===== config.mk =====
export PLATFORM = sky130hd
export DESIGN_NAME = muldiv_unit_flat
export DESIGN_NICKNAME = d
export VERILOG_FILES = /design/src/rtl/muldiv_pkg.sv /design/src/rtl/muldiv_unit_if.sv /design/src/rtl/muldiv_iter.sv /design/src/rtl/muldiv_unit.sv /design/src/flat_wrapper.sv
export SDC_FILE = /design/constraint.sdc
export NUM_CORES = 1
export LEC_CHECK = 0
export ABC_AREA = 1
export BUFFER_PORTS_ARGS = -buffer_cell sky130_fd_sc_hd__buf_2
export CORE_ASPECT_RATIO = 1.5
export CORE_UTILIZATION = 40
export DETAILED_ROUTE_END_ITERATION = 7
export SLEW_MARGIN = 30
export SYNTH_ARGS = -nofsm -noshare
export SYNTH_HDL_FRONTEND = slang
export SYNTH_SLANG_ARGS = --single-unit

===== constraint.sdc =====
create_clock -name clk -period 8.9 [get_ports clk]
set_input_delay 1.78 -clock clk [delete_from_list [all_inputs] [get_ports clk]]
set_output_delay 1.78 -clock clk [all_outputs]
set_load 0.005 [all_outputs]

===== src/rtl/muldiv_pkg.sv =====
// ---------------------------------------------------------------------------
// muldiv_pkg
// Shared definitions for the multi-cycle multiply/divide unit:
//   - op code constants for the op field (MULT .. MTLO, 6-7 reserved)
//   - FSM state encoding (IDLE / RUN / WRITE)
//   - twos_mag(): two's-complement magnitude helper
// No ports (package).
// ---------------------------------------------------------------------------
package muldiv_pkg;

   localparam logic [2:0] OP_MULT  = 3'd0;
   localparam logic [2:0] OP_MULTU = 3'd1;
   localparam logic [2:0] OP_DIV   = 3'd2;
   localparam logic [2:0] OP_DIVU  = 3'd3;
   localparam logic [2:0] OP_MTHI  = 3'd4;
   localparam logic [2:0] OP_MTLO  = 3'd5;

   typedef enum logic [1:0] {
      IDLE  = 2'd0,
      RUN   = 2'd1,
      WRITE = 2'd2
   } state_e;

   // Working width of twos_mag(). Callers zero-extend a WIDTH-bit value into
   // it and keep the low WIDTH bits, so any WIDTH up to MAG_W/2 is covered.
   localparam int MAG_W = 256;

   // Magnitude of a two's-complement value whose sign is passed separately
   // (neg = 0 for unsigned operations). The low bits of the result are
   // correct for any operand width because negation only carries upward.
   function automatic logic [MAG_W-1:0] twos_mag(input logic [MAG_W-1:0] x,
                                                 input logic             neg);
      return neg ? (~x + MAG_W'(1)) : x;
   endfunction

endpackage


===== src/rtl/muldiv_unit_if.sv =====
// ---------------------------------------------------------------------------
// muldiv_unit_if
// Request/result bundle between the CPU datapath and muldiv_unit.
//   start, op[2:0], a, b, cancel      : CPU -> unit (master drives)
//   hi, lo, busy, stall, done,
//   div_by_zero                       : unit -> CPU (slave drives)
// ---------------------------------------------------------------------------
interface muldiv_unit_if #(
   parameter int WIDTH = 32
);
   logic             start;
   logic [2:0]       op;
   logic [WIDTH-1:0] a;
   logic [WIDTH-1:0] b;
   logic             cancel;
   logic [WIDTH-1:0] hi;
   logic [WIDTH-1:0] lo;
   logic             busy;
   logic             stall;
   logic             done;
   logic             div_by_zero;

   modport master (
      output start, op, a, b, cancel,
      input  hi, lo, busy, stall, done, div_by_zero
   );

   modport slave (
      input  start, op, a, b, cancel,
      output hi, lo, busy, stall, done, div_by_zero
   );
endinterface


===== src/rtl/muldiv_iter.sv =====
// ---------------------------------------------------------------------------
// muldiv_iter
// One combinational step of the iterative multiplier/divider, sharing a
// single (WIDTH+2)-bit adder between both modes.
//   div_mode_i : 0 = shift-add multiply step, 1 = restoring divide step
//   acc_hi_i   : multiply partial product (upper) / divide partial remainder
//   acc_lo_i   : multiplier bits still to consume / dividend-quotient shifter
//   opnd_i     : multiplicand magnitude / divisor magnitude
//   acc_hi_o, acc_lo_o : accumulator values after this step
// ---------------------------------------------------------------------------
module muldiv_iter #(
   parameter int WIDTH = 32
) (
   input  logic             div_mode_i,
   input  logic [WIDTH-1:0] acc_hi_i,
   input  logic [WIDTH-1:0] acc_lo_i,
   input  logic [WIDTH-1:0] opnd_i,
   output logic [WIDTH-1:0] acc_hi_o,
   output logic [WIDTH-1:0] acc_lo_o
);

   logic [WIDTH:0]   x_op;
   logic [WIDTH:0]   y_op;
   logic [WIDTH+1:0] y_inv;
   logic [WIDTH+1:0] sum;
   logic             no_borrow;

   // Divide: shift the next dividend bit into the remainder and trial-subtract.
   // Multiply: add the multiplicand when the current multiplier bit is set.
   always_comb begin
      if (div_mode_i) begin
         x_op = {acc_hi_i, acc_lo_i[WIDTH-1]};
         y_op = {1'b0, opnd_i};
      end else begin
         x_op = {1'b0, acc_hi_i};
         y_op = acc_lo_i[0] ? {1'b0, opnd_i} : '0;
      end
   end

   // Subtraction as x + ~y + 1; the extra top bit is the borrow.
   assign y_inv     = {1'b0, y_op} ^ {(WIDTH+2){div_mode_i}};
   assign sum       = {1'b0, x_op} + y_inv + {{(WIDTH+1){1'b0}}, div_mode_i};
   assign no_borrow = ~sum[WIDTH+1];

   always_comb begin
      if (div_mode_i) begin
         // Restore on borrow; the quotient bit enters from the right.
         acc_hi_o = no_borrow ? sum[WIDTH-1:0] : x_op[WIDTH-1:0];
         acc_lo_o = {acc_lo_i[WIDTH-2:0], no_borrow};
      end else begin
         // Shift the (carry, sum, multiplier) chain right by one.
         acc_hi_o = sum[WIDTH:1];
         acc_lo_o = {sum[0], acc_lo_i[WIDTH-1:1]};
      end
   end

endmodule


===== src/rtl/muldiv_unit.sv =====
// ---------------------------------------------------------------------------
// muldiv_unit
// Multi-cycle multiply/divide unit owning the architectural HI/LO registers.
// Executes MULT, MULTU, DIV, DIVU (WIDTH iterations, WIDTH+1 busy cycles),
// MTHI/MTLO (single edge) and optionally single-cycle multiplies (FAST_MUL).
// Parameters:
//   WIDTH    : operand/HI/LO width, even, >= 4, <= 128
//   FAST_MUL : 1 = combinational multiply, 0 = iterative shift-add
// Ports:
//   clk    : clock, rising edge
//   rst    : asynchronous active-high reset
//   bus_if : muldiv_unit_if slave (start/op/a/b/cancel in,
//            hi/lo/busy/stall/done/div_by_zero out)
// ---------------------------------------------------------------------------
import muldiv_pkg::*;

module muldiv_unit #(
   parameter int WIDTH    = 32,
   parameter bit FAST_MUL = 1'b0
) (
   input  logic          clk,
   input  logic          rst,
   muldiv_unit_if.slave  bus_if
);

   localparam int CW = $clog2(WIDTH + 1);

   state_e           state_q, state_d;
   logic [CW-1:0]    count_q, count_d;
   logic [WIDTH-1:0] hi_q, hi_d;
   logic [WIDTH-1:0] lo_q, lo_d;
   logic [WIDTH-1:0] acc_hi_q, acc_hi_d;
   logic [WIDTH-1:0] acc_lo_q, acc_lo_d;
   logic [WIDTH-1:0] opnd_q, opnd_d;
   logic             is_div_q, is_div_d;
   logic             neg_q, neg_d;          // negate product / quotient
   logic             neg_rem_q, neg_rem_d;  // negate remainder (dividend < 0)
   logic             dz_q, dz_d;            // divisor was zero
   logic             busy_q, busy_d;
   logic             done_q, done_d;
   logic             dbz_q, dbz_d;

   // ---------------- request decode ----------------
   logic op_mul, op_div, op_signed, accept;
   logic a_neg, b_neg;

   assign op_mul    = (bus_if.op == OP_MULT) || (bus_if.op == OP_MULTU);
   assign op_div    = (bus_if.op == OP_DIV)  || (bus_if.op == OP_DIVU);
   assign op_signed = (bus_if.op == OP_MULT) || (bus_if.op == OP_DIV);
   assign a_neg     = op_signed & bus_if.a[WIDTH-1];
   assign b_neg     = op_signed & bus_if.b[WIDTH-1];
   // cancel wins over a simultaneous start
   assign accept    = bus_if.start & ~bus_if.cancel;

   logic [MAG_W-1:0] a_mag_ext, b_mag_ext;
   logic [WIDTH-1:0] a_mag, b_mag;
   logic             unused_mag_bits;

   assign a_mag_ext       = twos_mag(MAG_W'(bus_if.a), a_neg);
   assign b_mag_ext       = twos_mag(MAG_W'(bus_if.b), b_neg);
   assign a_mag           = a_mag_ext[WIDTH-1:0];
   assign b_mag           = b_mag_ext[WIDTH-1:0];
   assign unused_mag_bits = ^{a_mag_ext[MAG_W-1:WIDTH], b_mag_ext[MAG_W-1:WIDTH]};

   // ---------------- optional single-cycle multiplier ----------------
   logic [2*WIDTH-1:0] fast_prod;

   generate
      if (FAST_MUL) begin : g_fast_mul
         logic [2*WIDTH-1:0] mag_prod;
         assign mag_prod  = {{WIDTH{1'b0}}, a_mag} * {{WIDTH{1'b0}}, b_mag};
         assign fast_prod = (a_neg ^ b_neg) ? (~mag_prod + (2*WIDTH)'(1)) : mag_prod;
      end else begin : g_iter_mul
         assign fast_prod = '0;
      end
   endgenerate

   // ---------------- shared iteration datapath ----------------
   logic [WIDTH-1:0] iter_hi, iter_lo;

   muldiv_iter #(
      .WIDTH (WIDTH)
   ) u_iter (
      .div_mode_i (is_div_q),
      .acc_hi_i   (acc_hi_q),
      .acc_lo_i   (acc_lo_q),
      .opnd_i     (opnd_q),
      .acc_hi_o   (iter_hi),
      .acc_lo_o   (iter_lo)
   );

   // ---------------- result sign correction ----------------
   logic [2*WIDTH-1:0] prod_raw, prod_res;
   logic [WIDTH-1:0]   quo_res, rem_res;

   assign prod_raw = {acc_hi_q, acc_lo_q};
   assign prod_res = neg_q ? (~prod_raw + (2*WIDTH)'(1)) : prod_raw;
   assign quo_res  = neg_q ? (~acc_lo_q + WIDTH'(1)) : acc_lo_q;
   assign rem_res  = neg_rem_q ? (~acc_hi_q + WIDTH'(1)) : acc_hi_q;

   // ---------------- next-state / control ----------------
   always_comb begin
      state_d   = state_q;
      count_d   = count_q;
      hi_d      = hi_q;
      lo_d      = lo_q;
      acc_hi_d  = acc_hi_q;
      acc_lo_d  = acc_lo_q;
      opnd_d    = opnd_q;
      is_div_d  = is_div_q;
      neg_d     = neg_q;
      neg_rem_d = neg_rem_q;
      dz_d      = dz_q;
      done_d    = 1'b0;
      dbz_d     = 1'b0;

      unique case (state_q)
         IDLE: begin
            if (accept) begin
               if (op_mul && FAST_MUL) begin
                  hi_d   = fast_prod[2*WIDTH-1:WIDTH];
                  lo_d   = fast_prod[WIDTH-1:0];
                  done_d = 1'b1;
               end else if (op_mul || op_div) begin
                  // Multiply: multiplier |b| is shifted out of acc_lo.
                  // Divide: dividend |a| is shifted out of acc_lo while the
                  // quotient is shifted in behind it.
                  acc_hi_d  = '0;
                  acc_lo_d  = op_div ? a_mag : b_mag;
                  opnd_d    = op_div ? b_mag : a_mag;
                  is_div_d  = op_div;
                  neg_d     = a_neg ^ b_neg;
                  neg_rem_d = a_neg;
                  dz_d      = op_div && (bus_if.b == '0);
                  count_d   = CW'(WIDTH);
                  state_d   = RUN;
               end else if (bus_if.op == OP_MTHI) begin
                  hi_d = bus_if.a;
               end else if (bus_if.op == OP_MTLO) begin
                  lo_d = bus_if.a;
               end
            end
         end

         RUN: begin
            if (bus_if.cancel) begin
               state_d = IDLE;
            end else begin
               acc_hi_d = iter_hi;
               acc_lo_d = iter_lo;
               count_d  = count_q - CW'(1);
               if (count_q == CW'(1)) begin
                  state_d = WRITE;
               end
            end
         end

         WRITE: begin
            state_d = IDLE;
            if (!bus_if.cancel) begin
               done_d = 1'b1;
               if (is_div_q) begin
                  // A zero divisor leaves the dividend in the remainder path,
                  // so HI already equals a; only LO needs forcing.
                  lo_d  = dz_q ? '1 : quo_res;
                  hi_d  = rem_res;
                  dbz_d = dz_q;
               end else begin
                  hi_d = prod_res[2*WIDTH-1:WIDTH];
                  lo_d = prod_res[WIDTH-1:0];
               end
            end
         end

         default: state_d = IDLE;
      endcase

      busy_d = (state_d != IDLE);
   end

   always_ff @(posedge clk or posedge rst) begin
      if (rst) begin
         state_q   <= IDLE;
         count_q   <= '0;
         hi_q      <= '0;
         lo_q      <= '0;
         acc_hi_q  <= '0;
         acc_lo_q  <= '0;
         opnd_q    <= '0;
         is_div_q  <= 1'b0;
         neg_q     <= 1'b0;
         neg_rem_q <= 1'b0;
         dz_q      <= 1'b0;
         busy_q    <= 1'b0;
         done_q    <= 1'b0;
         dbz_q     <= 1'b0;
      end else begin
         state_q   <= state_d;
         count_q   <= count_d;
         hi_q      <= hi_d;
         lo_q      <= lo_d;
         acc_hi_q  <= acc_hi_d;
         acc_lo_q  <= acc_lo_d;
         opnd_q    <= opnd_d;
         is_div_q  <= is_div_d;
         neg_q     <= neg_d;
         neg_rem_q <= neg_rem_d;
         dz_q      <= dz_d;
         busy_q    <= busy_d;
         done_q    <= done_d;
         dbz_q     <= dbz_d;
      end
   end

   // ---------------- outputs ----------------
   // The start term covers the request cycle itself, before busy rises.
   assign bus_if.stall       = busy_q
                             | (bus_if.start & (state_q == IDLE)
                                & (op_div | (op_mul & ~FAST_MUL)));
   assign bus_if.hi          = hi_q;
   assign bus_if.lo          = lo_q;
   assign bus_if.busy        = busy_q;
   assign bus_if.done        = done_q;
   assign bus_if.div_by_zero = dbz_q;

endmodule


===== src/flat_wrapper.sv =====
// flat-port wrapper written by rule: the top's interface ports become plain ports
module muldiv_unit_flat 
#(
   parameter int WIDTH    = 32,
   parameter bit FAST_MUL = 1'b0
)
  (clk, rst, bus_if_start, bus_if_op, bus_if_a, bus_if_b, bus_if_cancel, bus_if_hi, bus_if_lo, bus_if_busy, bus_if_stall, bus_if_done, bus_if_div_by_zero);
  muldiv_unit_if #(.WIDTH(WIDTH)) bus_if_i ();
  input  logic clk;
  input  logic rst;
  input wire logic [$bits(bus_if_i.start)-1:0] bus_if_start;
  input wire logic [$bits(bus_if_i.op)-1:0] bus_if_op;
  input wire logic [$bits(bus_if_i.a)-1:0] bus_if_a;
  input wire logic [$bits(bus_if_i.b)-1:0] bus_if_b;
  input wire logic [$bits(bus_if_i.cancel)-1:0] bus_if_cancel;
  output wire logic [$bits(bus_if_i.hi)-1:0] bus_if_hi;
  output wire logic [$bits(bus_if_i.lo)-1:0] bus_if_lo;
  output wire logic [$bits(bus_if_i.busy)-1:0] bus_if_busy;
  output wire logic [$bits(bus_if_i.stall)-1:0] bus_if_stall;
  output wire logic [$bits(bus_if_i.done)-1:0] bus_if_done;
  output wire logic [$bits(bus_if_i.div_by_zero)-1:0] bus_if_div_by_zero;
  assign bus_if_i.start = bus_if_start;
  assign bus_if_i.op = bus_if_op;
  assign bus_if_i.a = bus_if_a;
  assign bus_if_i.b = bus_if_b;
  assign bus_if_i.cancel = bus_if_cancel;
  assign bus_if_hi = bus_if_i.hi;
  assign bus_if_lo = bus_if_i.lo;
  assign bus_if_busy = bus_if_i.busy;
  assign bus_if_stall = bus_if_i.stall;
  assign bus_if_done = bus_if_i.done;
  assign bus_if_div_by_zero = bus_if_i.div_by_zero;
  muldiv_unit #(.WIDTH(WIDTH), .FAST_MUL(FAST_MUL)) u_core (.clk(clk), .rst(rst), .bus_if(bus_if_i));
endmodule

### Word-level counts from Yosys, hierarchy flattened

Index checks and enable logic that the tools add are counted.

| word-level totals | value |
|---|---|
| bits in registers | 175 |
| bits of input ports | 71 |
| output and inout port bits | 68 |
| logic and storage cells | 118 |

| operators by class | value |
|---|---|
| add/sub/neg operators | 8 |
| eq/ne operators | 16 |
| muxes and demuxes | 49 |
| bitwise logic cells | 16 |
| reductions and logical operators | 15 |

Operators with widths:

| cell | count |
|---|---|
| $mux 32 | 28 |
| $pmux 32 s2 | 4 |
| $add 32x1->32 const B | 4 |
| $not 32->32 | 4 |
| $mux 33 | 2 |
| $add 64x1->64 const B | 1 |
| $mux 64 | 1 |
| $not 64->64 | 1 |
| $add 33x34->34 | 1 |
| $add 34x1->34 | 1 |
| $xor 33x34->34 | 1 |
| $logic_not 32->1 | 1 |
| $mux 6 | 3 |
| $pmux 6 s2 | 1 |
| $mux 2 | 4 |
| $ne 2x1->1 const B | 4 |
| $ne 2x2->1 const B | 4 |
| $eq 3x2->1 const B | 2 |
| $eq 3x3->1 const B | 2 |
| $eq 6x1->1 const B | 1 |
| $reduce_and 6->1 | 1 |
| $reduce_bool 2->1 | 3 |
| $sub 6x1->6 const B | 1 |
| $and 1x1->1 | 5 |
| 15 further kinds | 24 |

### Longest topological paths before layout

Gate-level depths: netlist (run 1).

| logic depth | value |
|---|---|
| word-level depth | 9 |
| mapped depth | 24 |
| mapped depth without buffers | 22 |

### By module

A second synthesis (run 1) with hierarchy kept.

| second synthesis, totals | value |
|---|---|
| cells, all modules | 2847 |
| area total of the unflattened synthesis | 16776.1 um2 |

By module, submodules not included:

| module | instances | cells an instance | area an instance (um2) | seq. area each (um2) |
|---|---|---|---|---|
| muldiv_unit | 1 | 2013 | 12673.4 | 4379.2 |
| muldiv_iter | 1 | 834 | 4102.7 | 0.0 |

### Least setup slack after synthesis (run 1)

OpenSTA, ideal clock, no wires.

| timing path | value |
|---|---|
| path type | input to output |
| start point | input bus_if_op[2] |
| end point | output bus_if_stall |
| arrival time | 2.054 ns |
| data required time | 7.120 ns |
| setup slack | 5.066 ns |
| stages | 3 |
| buffers on the path | 0 |
| cells stage by stage | inv_1 -> nand3_1 -> nand2_1 |

| between the ends | value |
|---|---|
| cells in the longest elaborated chain, start to end | 5 |
| elaborated cells between the ends (all ways) | 9 |

Ends and longest elaborated chain:

| what | line | source |
|---|---|---|
| from (decl) | flat_wrapper.sv:12 | `input wire logic [$bits(bus_if_i.op)-1:0] bus_if_op;` |
| $eq 3x2->1 (tied with other cells) | muldiv_unit.sv:48 | `assign op_div = (bus_if.op == OP_DIV) \|\| (bus_if.op == OP_DIVU);` |
| $logic_or 1x1->1, on equally long branches | muldiv_unit.sv:48, muldiv_unit.sv:47 |  |
| $or 1x1->1 * | muldiv_unit.sv:219 | `& (op_div \| (op_mul & ~FAST_MUL)));` |
| $and 1x1->1 * | muldiv_unit.sv:219 |  |
| $or 1x1->1 * | muldiv_unit.sv:218 | `\| (bus_if.start & (state_q == IDLE)` |
| to (decl) | flat_wrapper.sv:19 | `output wire logic [$bits(bus_if_i.stall)-1:0] bus_if_stall;` |

Mark *: on every way between the ends. The rest lies on a longest branch, timed or not.

### Final worst setup path (run 1)

| timing path | value |
|---|---|
| start point | register u_core.is_div_q |
| end point | register u_core.acc_hi_q[4] |

| between the ends | value |
|---|---|
| cells in the longest elaborated chain, start to end | 8 |
| elaborated cells between the ends (all ways) | 9 |

Ends and longest elaborated chain:

| what | line | source |
|---|---|---|
| from (decl) | muldiv_unit.sv:35 | `logic is_div_q, is_div_d;` |
| from (signal assigned) | muldiv_unit.sv:205 | `is_div_q <= is_div_d;` |
| $mux 33 | muldiv_iter.sv:31 | `if (div_mode_i) begin` |
| $xor 33x34->34 | muldiv_iter.sv:41 | `assign y_inv = {1'b0, y_op} ^ {(WIDTH+2){div_mode_i}};` |
| $add 33x34->34 | muldiv_iter.sv:42 | `assign sum = {1'b0, x_op} + y_inv + {{(WIDTH+1){1'b0}}, div_mode_i};` |
| $add 34x1->34 | muldiv_iter.sv:42 |  |
| $mux 32 | muldiv_iter.sv:48 | `acc_hi_o = no_borrow ? sum[WIDTH-1:0] : x_op[WIDTH-1:0];` |
| $mux 32 * | muldiv_iter.sv:46 | `if (div_mode_i) begin` |
| $mux 32 * | muldiv_unit.sv:146 | `if (bus_if.cancel) begin` |
| $pmux 32 s2 * | muldiv_unit.sv:117 | `unique case (state_q)` |
| to (signal assigned) | muldiv_unit.sv:202 | `acc_hi_q <= acc_hi_d;` |
| to (decl) | muldiv_unit.sv:32 | `logic [WIDTH-1:0] acc_hi_q, acc_hi_d;` |

Mark *: on every way between the ends. The rest lies on a longest branch, timed or not. The select of a mux whose other input is x is not followed.
A chain may end at the register's enable or synchronous reset.

==> results.md, run 1 <==
- Clk pin slew, worst setup/hold paths: ~0.08 ns
- First-pass GRT wire length: between 100 and 150 mm
- CTS buffer count: 17
- Placed inst area: approximately 18000 um2
- Setup TNS Final: 0 ns
- RSZ-0062 raised after global routing: no
- CP required: ~9.3 ns
- Worst skew pair latency: approximately 0.47 ns
- Most used cell, CP: nand2_1
- Final setup viols: 0
- Final Cell Area: 18500 um2
- Syn_nets: around 3.0k
- Avg Synthesized Cell Area: about 5.9 um2
- Status: finished clean
- Worst Tran Pin Value: slightly above 1 ns
- Area growth from synthesis to layout: 9.58%
- VDD IR max: 0.145 mV
- Placer Congestion: around 1.1
- Final #Nets: a little over 3k
- Cells along the critical path: inv_2, buf_4, a21oi_1, inv_1, ha_1, nand2_1, nand2_1, nand2_1, nand2_1, nand2_1, nand2_1, nand2_1, nand2_1, nand2_1, nand3_4, nor2_4, nand2_1, nand2_1, nand3_1, nand2_1
- Core ar.: between 40000 and 50000 um2
- CTS root buffer: clkbuf_16
- Initial antenna violation count: 0
- Vias per cell: 5.67
- Via count: about 20k
- Clock network power share: 14.2%
- P_int: between 2000 and 3000 uW
- Sequential share of power: about a quarter
- WS Path Type: reg -> reg
- Flop2flop setup slack: roughly 4 ns
- Total GRT Usage: between 30 and 40%
- # DRC: 0
- Sink Count: ~180
- Drt wl/cell: 22.7 um
- IO Pins: 139
- Grt ovf: 0
- CTS Hold Bufs: 0
- # resized after CTS: 0
- Rel. slew slack: a little over 30%
- Final Power: between 5000 and 6000 uW
- Die Wd: about 170 um
- Tmin final: 4.85 ns
- Synth Instances: roughly 2.9k
- HPWL Detailed: about 63 mm
- Clock Skews: approximately 0.014 ns
- Fmax: between 0.2 and 0.25 GHz
- TritonCTS clock tree: built
- Crit path largest cell delay: 0.74 ns
- Asr flop ratio synth: between 90% and 100%
- Worst path arrival time: ~5.3 ns
- Yosys warning count: 0
- Antenna cells: 0
- Row count: 91
- ANT nets after route: 0
- Most used DFF post-synth: dfrtp_1
- Leakage power figure: roughly 0.0093 uW
- PortBufs: roughly 140
- Sw power: 3270 uW
- Unique masters post-synth: approximately 50
- Post-synth EDFFs: 0
- Final hold vios: 0
- Max-cap viol count: 0
- CTS max path bufs: 2
- Ratio of cells with drive above 1 in the final layout: a little under 9%
- Critical Path End Type: flip-flop
- Chip height: around 250 um
- Period utilization: between 50 and 60%
- PD cells: roughly 320 nW/um2
- Worst setup SP type: flip-flop
- Initial core utilization: between 40% and 50%
- First-pass iteration count of the detailed router: 6
- Pins Over Slew Limit: 0
- Largest net degree at the start of global routing: 96
- CTS H-Tree Depth: 4
- Slowest CP cell: buf_4
- Post-Syn Area: around 17000 um2
- Seq/Total Area, Yosys: 26.0%
- Die area: approximately 43000 um2
- Post-CTS Setup Inserts: 0
- Critical Path Fanout Max: 84
- Switching fraction of total power: 56.1%
- Power share of the combinational group: roughly 61%
- 1st-iter DRT viols: 1932
- Synthesized flop and latch total: roughly 180
- DRT Wirelength: between 70 and 80 mm
- Fin Hold WS: approximately 0.48 ns
- Hold Path Class: reg -> reg
- Vias in the first global route: ~19k
[state kept, by name, indices dropped and copies added, names as in the netlist, 2 cells and up]
name,flops
u_core.count_q,6
u_core.bus_if.hi,32
u_core.bus_if.lo,32
u_core.acc_lo_q,32
u_core.opnd_q,32
u_core.acc_hi_q,32
u_core.state_q,2
[logic make-up after synthesis]
family | count (synthesis) | share of synthesized area (%)
and+or+nand+nor | 1639 | 40.6
adders and majority gates | 38 | 2.87
AOI/OAI and AO/OA | 510 | 16.9
xor gates and xnor gates | 62 | 3.22
DFF | 175 | 26.0
buffers and inverters | 433 | 10.4
[worst paths after layout]
check                                                 start                          endpoint  cells past startpoint
min in group asynchronous                               rst  u_core.bus_if.hi[11]$_DFFE_PP0P_                      2
min reg2reg                u_core.bus_if.hi[20]$_DFFE_PP0P_  u_core.bus_if.hi[20]$_DFFE_PP0P_                      2
max                             u_core.is_div_q$_DFFE_PP0P_    u_core.acc_hi_q[4]$_DFFE_PP0P_                     20
max in group asynchronous                               rst       u_core.is_div_q$_DFFE_PP0P_                      3
min                        u_core.bus_if.hi[20]$_DFFE_PP0P_  u_core.bus_if.hi[20]$_DFFE_PP0P_                      2
max reg2reg                     u_core.is_div_q$_DFFE_PP0P_    u_core.acc_hi_q[4]$_DFFE_PP0P_                     20
[area by class of cell]
| class | count | area, um2 |
|---|---|---|
| inverters | 318 | 1200 |
| clock inverters | 15 | 195 |
| multi-input cells | 2249 | 10700 |
| flip-flops and latches | 175 | 4380 |
| fillers | 4570 | 22900 |
| clock buffers | 17 | 425 |
| repair buffers | 154 | 811 |
| well taps | 558 | 698 |
[worst max-delay path, delay by kind of cell, from the launching register on]
kind / cells / cell delay [ns]
adder cells (fa/ha/maj): 1 / 0.27
AO/OA/AOI/OAI: 1 / 0.33
AND/OR/NAND/NOR: 15 / 2.01
flip-flops: 1 / 0.73
buffers and inverters: 3 / 1.31
[cell usage in the layout (no fill, tap or decap), types with 7 or more instances in the layout]
master / instances
nand4_1: 31
a21boi_0: 9
dfrtp_1: 174
buf_4: 16
nor2_4: 8
a2bb2oi_1: 13
o21ai_0: 205
or2_2: 23
nor2_1: 362
buf_2: 138
nand3_1: 274
nor3_1: 34
nor2_2: 9
o211ai_1: 30
inv_1: 304
inv_2: 13
xor2_1: 62
ha_1: 37
nand2_1: 873
clkbuf_16: 17
nand3b_1: 7
o21ai_1: 13
a21oi_1: 181
a21boi_1: 12
a31oi_1: 8
a22oi_1: 13
[power by group through the flow]
stage / clock network, uW / logic, uW / registers, uW
finish: 826 / 3550 / 1440
global route: 858 / 3910 / 1470
CTS: 833 / 3470 / 1430
detailed placement: 0 / 3450 / 1440
global placement: 0 / 3440 / 1440
floorplan: 0 / 2360 / 1280
[cells in the mapped netlist, types with 9 or more instances]
cell       count  area share, %
or2_2         23           0.85
o21ai_1        9           0.27
nand4_1       31            1.2
xor2_1        62            3.2
o211ai_1      30            1.3
inv_1        306            6.8
clkbuf_1      61            1.4
nand3_1      274            8.1
a21oi_1      182            5.4
nor2_1       365            8.1
ha_1          37            2.7
inv_2         11           0.25
o21ai_0      209            6.2
dfrtp_1      175             26
a21boi_0       9           0.40
a21boi_1      12           0.53
buf_1         10           0.22
a22oi_1       13           0.58
a2bb2oi_1     13           0.68
buf_2         29           0.86
nand2_1      874             19
nor3_1        34            1.0
[per-stage QoR]
step / setup slack [ns] / cells / utilization (%)
finish: 4.05 / 3486 / 44.7
global route: 3.64 / 3486 / 44.7
detailed placement: 4.05 / 3454 / 43.2
CTS: 4.19 / 3486 / 44.7
global placement: 4.03 / 3454 / 43.1
floorplan: 2.37 / 2857 / -
[routing by layer]
layer | GRT usage [%] | wire (um) | up-vias
met5 | 0 | 0 | -
met4 | 36.2 | 8820 | 0
met3 | 4.28 | 4350 | 254
met2 | 61.3 | 37200 | 855
met1 | 40.1 | 28700 | 9265
li1 | - | - | 9381
Note: power is estimated with default switching activity, not from simulation.
==> inputs of run 2 (changes only) <==
Settings changed: ABC_AREA 1 to 0.
Clock period 8.9 ns to 4.6 ns, I/O delays scaled along.
==> results.md, run 2 <==
- Status: finished clean (unchanged)
- PortBufs: 138 (unchanged)
- Vias in the first global route: 12.9k (was 18.6k)
- Ratio of cells with drive above 1 in the final layout: 15.4% (was 8.85%)
- IO Pins: 139 (unchanged)
- Syn_nets: 1864 (was 2966)
- Tmin final: 4.32 ns (was 4.85 ns)
- Most used DFF post-synth: dfrtp_1 (unchanged)
- Seq/Total Area, Yosys: 31.6% (was 26.0%)
- CTS root buffer: clkbuf_16 (unchanged)
- Via count: 13.5k (was 19.8k)
- P_int: 5460 uW (was 2560 uW)
- Hold Path Depth: 2 (unchanged)
- Area leader, netlist: dfrtp_1 (unchanged)
- 1st-iter DRT viols: 1051 (was 1932)
- RR Startpoint: u_core.is_div_q$_DFFE_PP0P_ (unchanged)
- Sequential share of power: 29.8% (was 24.8%)
- CTS Hold Bufs: 0 (unchanged)
- Yosys warning count: 0 (unchanged)
- Hold endpoint: u_core.bus_if.lo[11]$_DFFE_PP0P_ (was u_core.bus_if.hi[20]$_DFFE_PP0P_)
- Commonest cells post-synth: nand2_1, dfrtp_1, o21ai_0 (was nand2_1, nor2_1, inv_1)
- Initial antenna violation count: 1 (was 0)
- Clk pin slew, worst setup/hold paths: 0.07 ns (was 0.08 ns)
- Leakage power figure: 0.00658 uW (was 0.00932 uW)
- Most frequent cells in the layout: nand2_1, dfrtp_1, o21ai_0, nor2_1, a21oi_1 (was nand2_1, nor2_1, inv_1, nand3_1, o21ai_0)
- Final Cell Area: 15500 um2 (was 18500 um2)
- Uppermost layer routed: met4 (unchanged)
- Sw power: 5290 uW (was 3270 uW)
- TritonCTS clock tree: built (unchanged)
- # resized after CTS: 0 (unchanged)
- CP required: 4.94 ns (was 9.31 ns)
- Avg Synthesized Cell Area: 7.89 um2 (was 5.90 um2)
- Worst R2R End: u_core.acc_hi_q[13]$_DFFE_PP0P_ (was u_core.acc_hi_q[4]$_DFFE_PP0P_)
- Row count: 83 (was 91)
- Max-cap viol count: 0 (unchanged)
- CTS max path bufs: 2 (unchanged)
- Unique masters post-synth: 82 (was 49)
- HPWL Detailed: 40.6 mm (was 62.9 mm)
- Vias per cell: 5.98 (was 5.67)
- Worst path arrival time: 4.67 ns (was 5.26 ns)
- CTS buffer count: 17 (unchanged)
- Die Wd: 154 um (was 170 um)
- Worst setup SP type: flip-flop (unchanged)
- Hold path start: u_core.bus_if.lo[11]$_DFFE_PP0P_ (was u_core.bus_if.hi[20]$_DFFE_PP0P_)
- Worst Tran Pin Value: 1.05 ns (was 1.03 ns)
- Met2 wire length: 26.6 mm (was 37.2 mm)
- Rel. slew slack: 29.7% (was 30.9%)
- ANT nets after route: 0 (unchanged)
- Final setup viols: 0 (unchanged)
- Met3 wire len: 2.24 mm (was 4.35 mm)
- PD cells: 692 nW/um2 (was 315 nW/um2)
- Final Core Density: 45.4% (was 44.7%)
- First-pass iteration count of the detailed router: 6 (unchanged)
- Hold Path Class: reg -> reg (unchanged)
- Final Power: 10700 uW (was 5820 uW)
- Placer Congestion: 1.01 (was 1.09)
- Clock Skews: 0.0132 ns (was 0.0140 ns)
- DRT Wirelength: 52.3 mm (was 79.0 mm)
- Drt wl/cell: 23.2 um (was 22.7 um)
- Critical Path End Type: flip-flop (unchanged)
- Setup TNS Final: 0 ns (unchanged)
- Area growth from synthesis to layout: 12.1% (was 9.58%)
- # DRC: 0 (unchanged)
- Filler Cells Inserted: 3440 (was 4570)
- Leading cell type in the layout, fill and taps excluded: nand2_1 (unchanged)
- Worst skew pair latency: 0.46 ns (was 0.47 ns)
- Largest net degree at the start of global routing: 101 (was 96)
- Final hold vios: 0 (unchanged)
- Grt ovf: 0 (unchanged)
- Post-CTS Setup Inserts: 0 (unchanged)
- Fmax: 0.231 GHz (was 0.206 GHz)
- Cell with the most instances after synthesis: nand2_1 (unchanged)
- Pins Over Slew Limit: 0 (unchanged)
- Met1 WL: 18.9 mm (was 28.7 mm)
- Sink Count: 175 (unchanged)
- Asr flop ratio synth: 100% (unchanged)
- Power share of the combinational group: 56.1% (was 61.0%)
- CTS H-Tree Depth: 4 (unchanged)
- Final #Nets: 1925 (was 3024)
- WS Path Type: reg -> reg (unchanged)
- Post-synth EDFFs: 0 (unchanged)
- Synth area leaders: dfrtp_1, nand2_1, xnor2_1, o21ai_0, a21oi_1 (was dfrtp_1, nand2_1, nand3_1, nor2_1, inv_1)
- VDD IR max: 0.409 mV (was 0.145 mV)
- Switching fraction of total power: 49.2% (was 56.1%)
- Clock network power share: 14.1% (was 14.2%)
- Flop2flop setup slack: 0.28 ns (was 4.05 ns)
- Chip height: 230 um (was 253 um)
- Share of the synthesized area in the top cell type: 31.6% (was 26.0%)
- Synth Instances: 1755 (was 2857)
- Core ar.: 34200 um2 (was 41300 um2)
- Reg area: 4380 um2 (unchanged)
- Initial core utilization: 40.5% (was 40.8%)
- First-pass GRT wire length: 77.8 mm (was 115 mm)
- Period utilization: 94.0% (was 54.5%)
- RSZ-0062 raised after global routing: no (unchanged)
- Path depth of the worst reg2reg path: 16 (was 20)
- Post-Syn Area: 13800 um2 (was 16800 um2)
- Total GRT Usage: 29.6% (was 36.8%)
- Die area: 35400 um2 (was 43000 um2)
- Multi-input logic area: 8860 um2 (was 10700 um2)
- Synthesized flop and latch total: 175 (unchanged)
- Placed inst area: 14900 um2 (was 17800 um2)
- Critical Path Fanout Max: 94 (was 84)
## run 2: final cells by class
class | instances | share of cell area, %
antenna | 1 | 0.0161
clock buffer | 21 | 2.97
clock inverter | 11 | 0.847
inverter | 37 | 0.943
multi-input combinational | 1410 | 57.1
sequential | 175 | 28.2
tap | 425 | 3.43
timing repair buffer | 175 | 6.48
## run 2: cells by family after synthesis
kind of cell / count (synthesis) / synth area share [%]
and+or+nand+nor: 551 / 18.4
AOI/OAI and AO/OA: 570 / 24.6
DFF: 175 / 31.6
muxes: 99 / 7.46
xor gates and xnor gates: 152 / 9.62
adders and majority gates: 38 / 3.49
buffers and inverters: 170 / 4.82
## run 2: power by group through the flow
| stage | sequential, uW | clock (uW) | combinational (uW) |
|---|---|---|---|
| after CTS | 3170 | 1530 | 5980 |
| after floorplan | 2700 | 0 | 4300 |
| after global placement | 3170 | 0 | 5900 |
| after global routing | 3250 | 1580 | 6570 |
| final | 3200 | 1520 | 6030 |
| after detailed placement | 3190 | 0 | 5950 |
## run 2: worst max-delay path, cell delays in order, from the launching register on
cell,delay [ns]
dfrtp_4,0.44
buf_12,0.42
nor2_2,0.07
buf_4,0.18
nand2_1,0.06
o21ai_0,0.11
ha_1,0.42
nand3_1,0.15
nor4_2,0.42
o211ai_1,0.27
a211oi_1,0.38
a211oi_2,0.14
a21oi_4,0.40
buf_12,0.23
mux2i_1,0.21
a21oi_1,0.09
a21o_1,0.17
## run 2: per-stage QoR
| stage | worst slack [ns] | hold slack (ns) | std cells |
|---|---|---|---|
| floorplan | 0.375 | 0.455 | 1755 |
| global placement | 0.440 | 0.462 | 2222 |
| detailed placement | 0.345 | 0.468 | 2222 |
| CTS | 0.326 | 0.484 | 2254 |
| global route | 0.0450 | 0.497 | 2254 |
| finish | 0.275 | 0.479 | 2255 |
## run 2: routing by layer
metal,up-vias,GRT usage [%]
met3,160,3.79
met2,485,52.3
met1,6455,31.5
met4,0,24.2
met5,-,0
li1,6378,-
## run 2: how the worst max path moves through the flow
stage,from,endpoint,cells past startpoint
floorplan,u_core.is_div_q$_DFFE_PP0P_,u_core.acc_hi_q[26]$_DFFE_PP0P_,15
detailed placement,u_core.is_div_q$_DFFE_PP0P_,u_core.acc_hi_q[13]$_DFFE_PP0P_,13
global placement,u_core.is_div_q$_DFFE_PP0P_,u_core.acc_hi_q[13]$_DFFE_PP0P_,13
finish,u_core.is_div_q$_DFFE_PP0P_,u_core.acc_hi_q[13]$_DFFE_PP0P_,16
CTS,u_core.is_div_q$_DFFE_PP0P_,u_core.acc_hi_q[13]$_DFFE_PP0P_,13
global route,u_core.is_div_q$_DFFE_PP0P_,u_core.acc_hi_q[13]$_DFFE_PP0P_,16
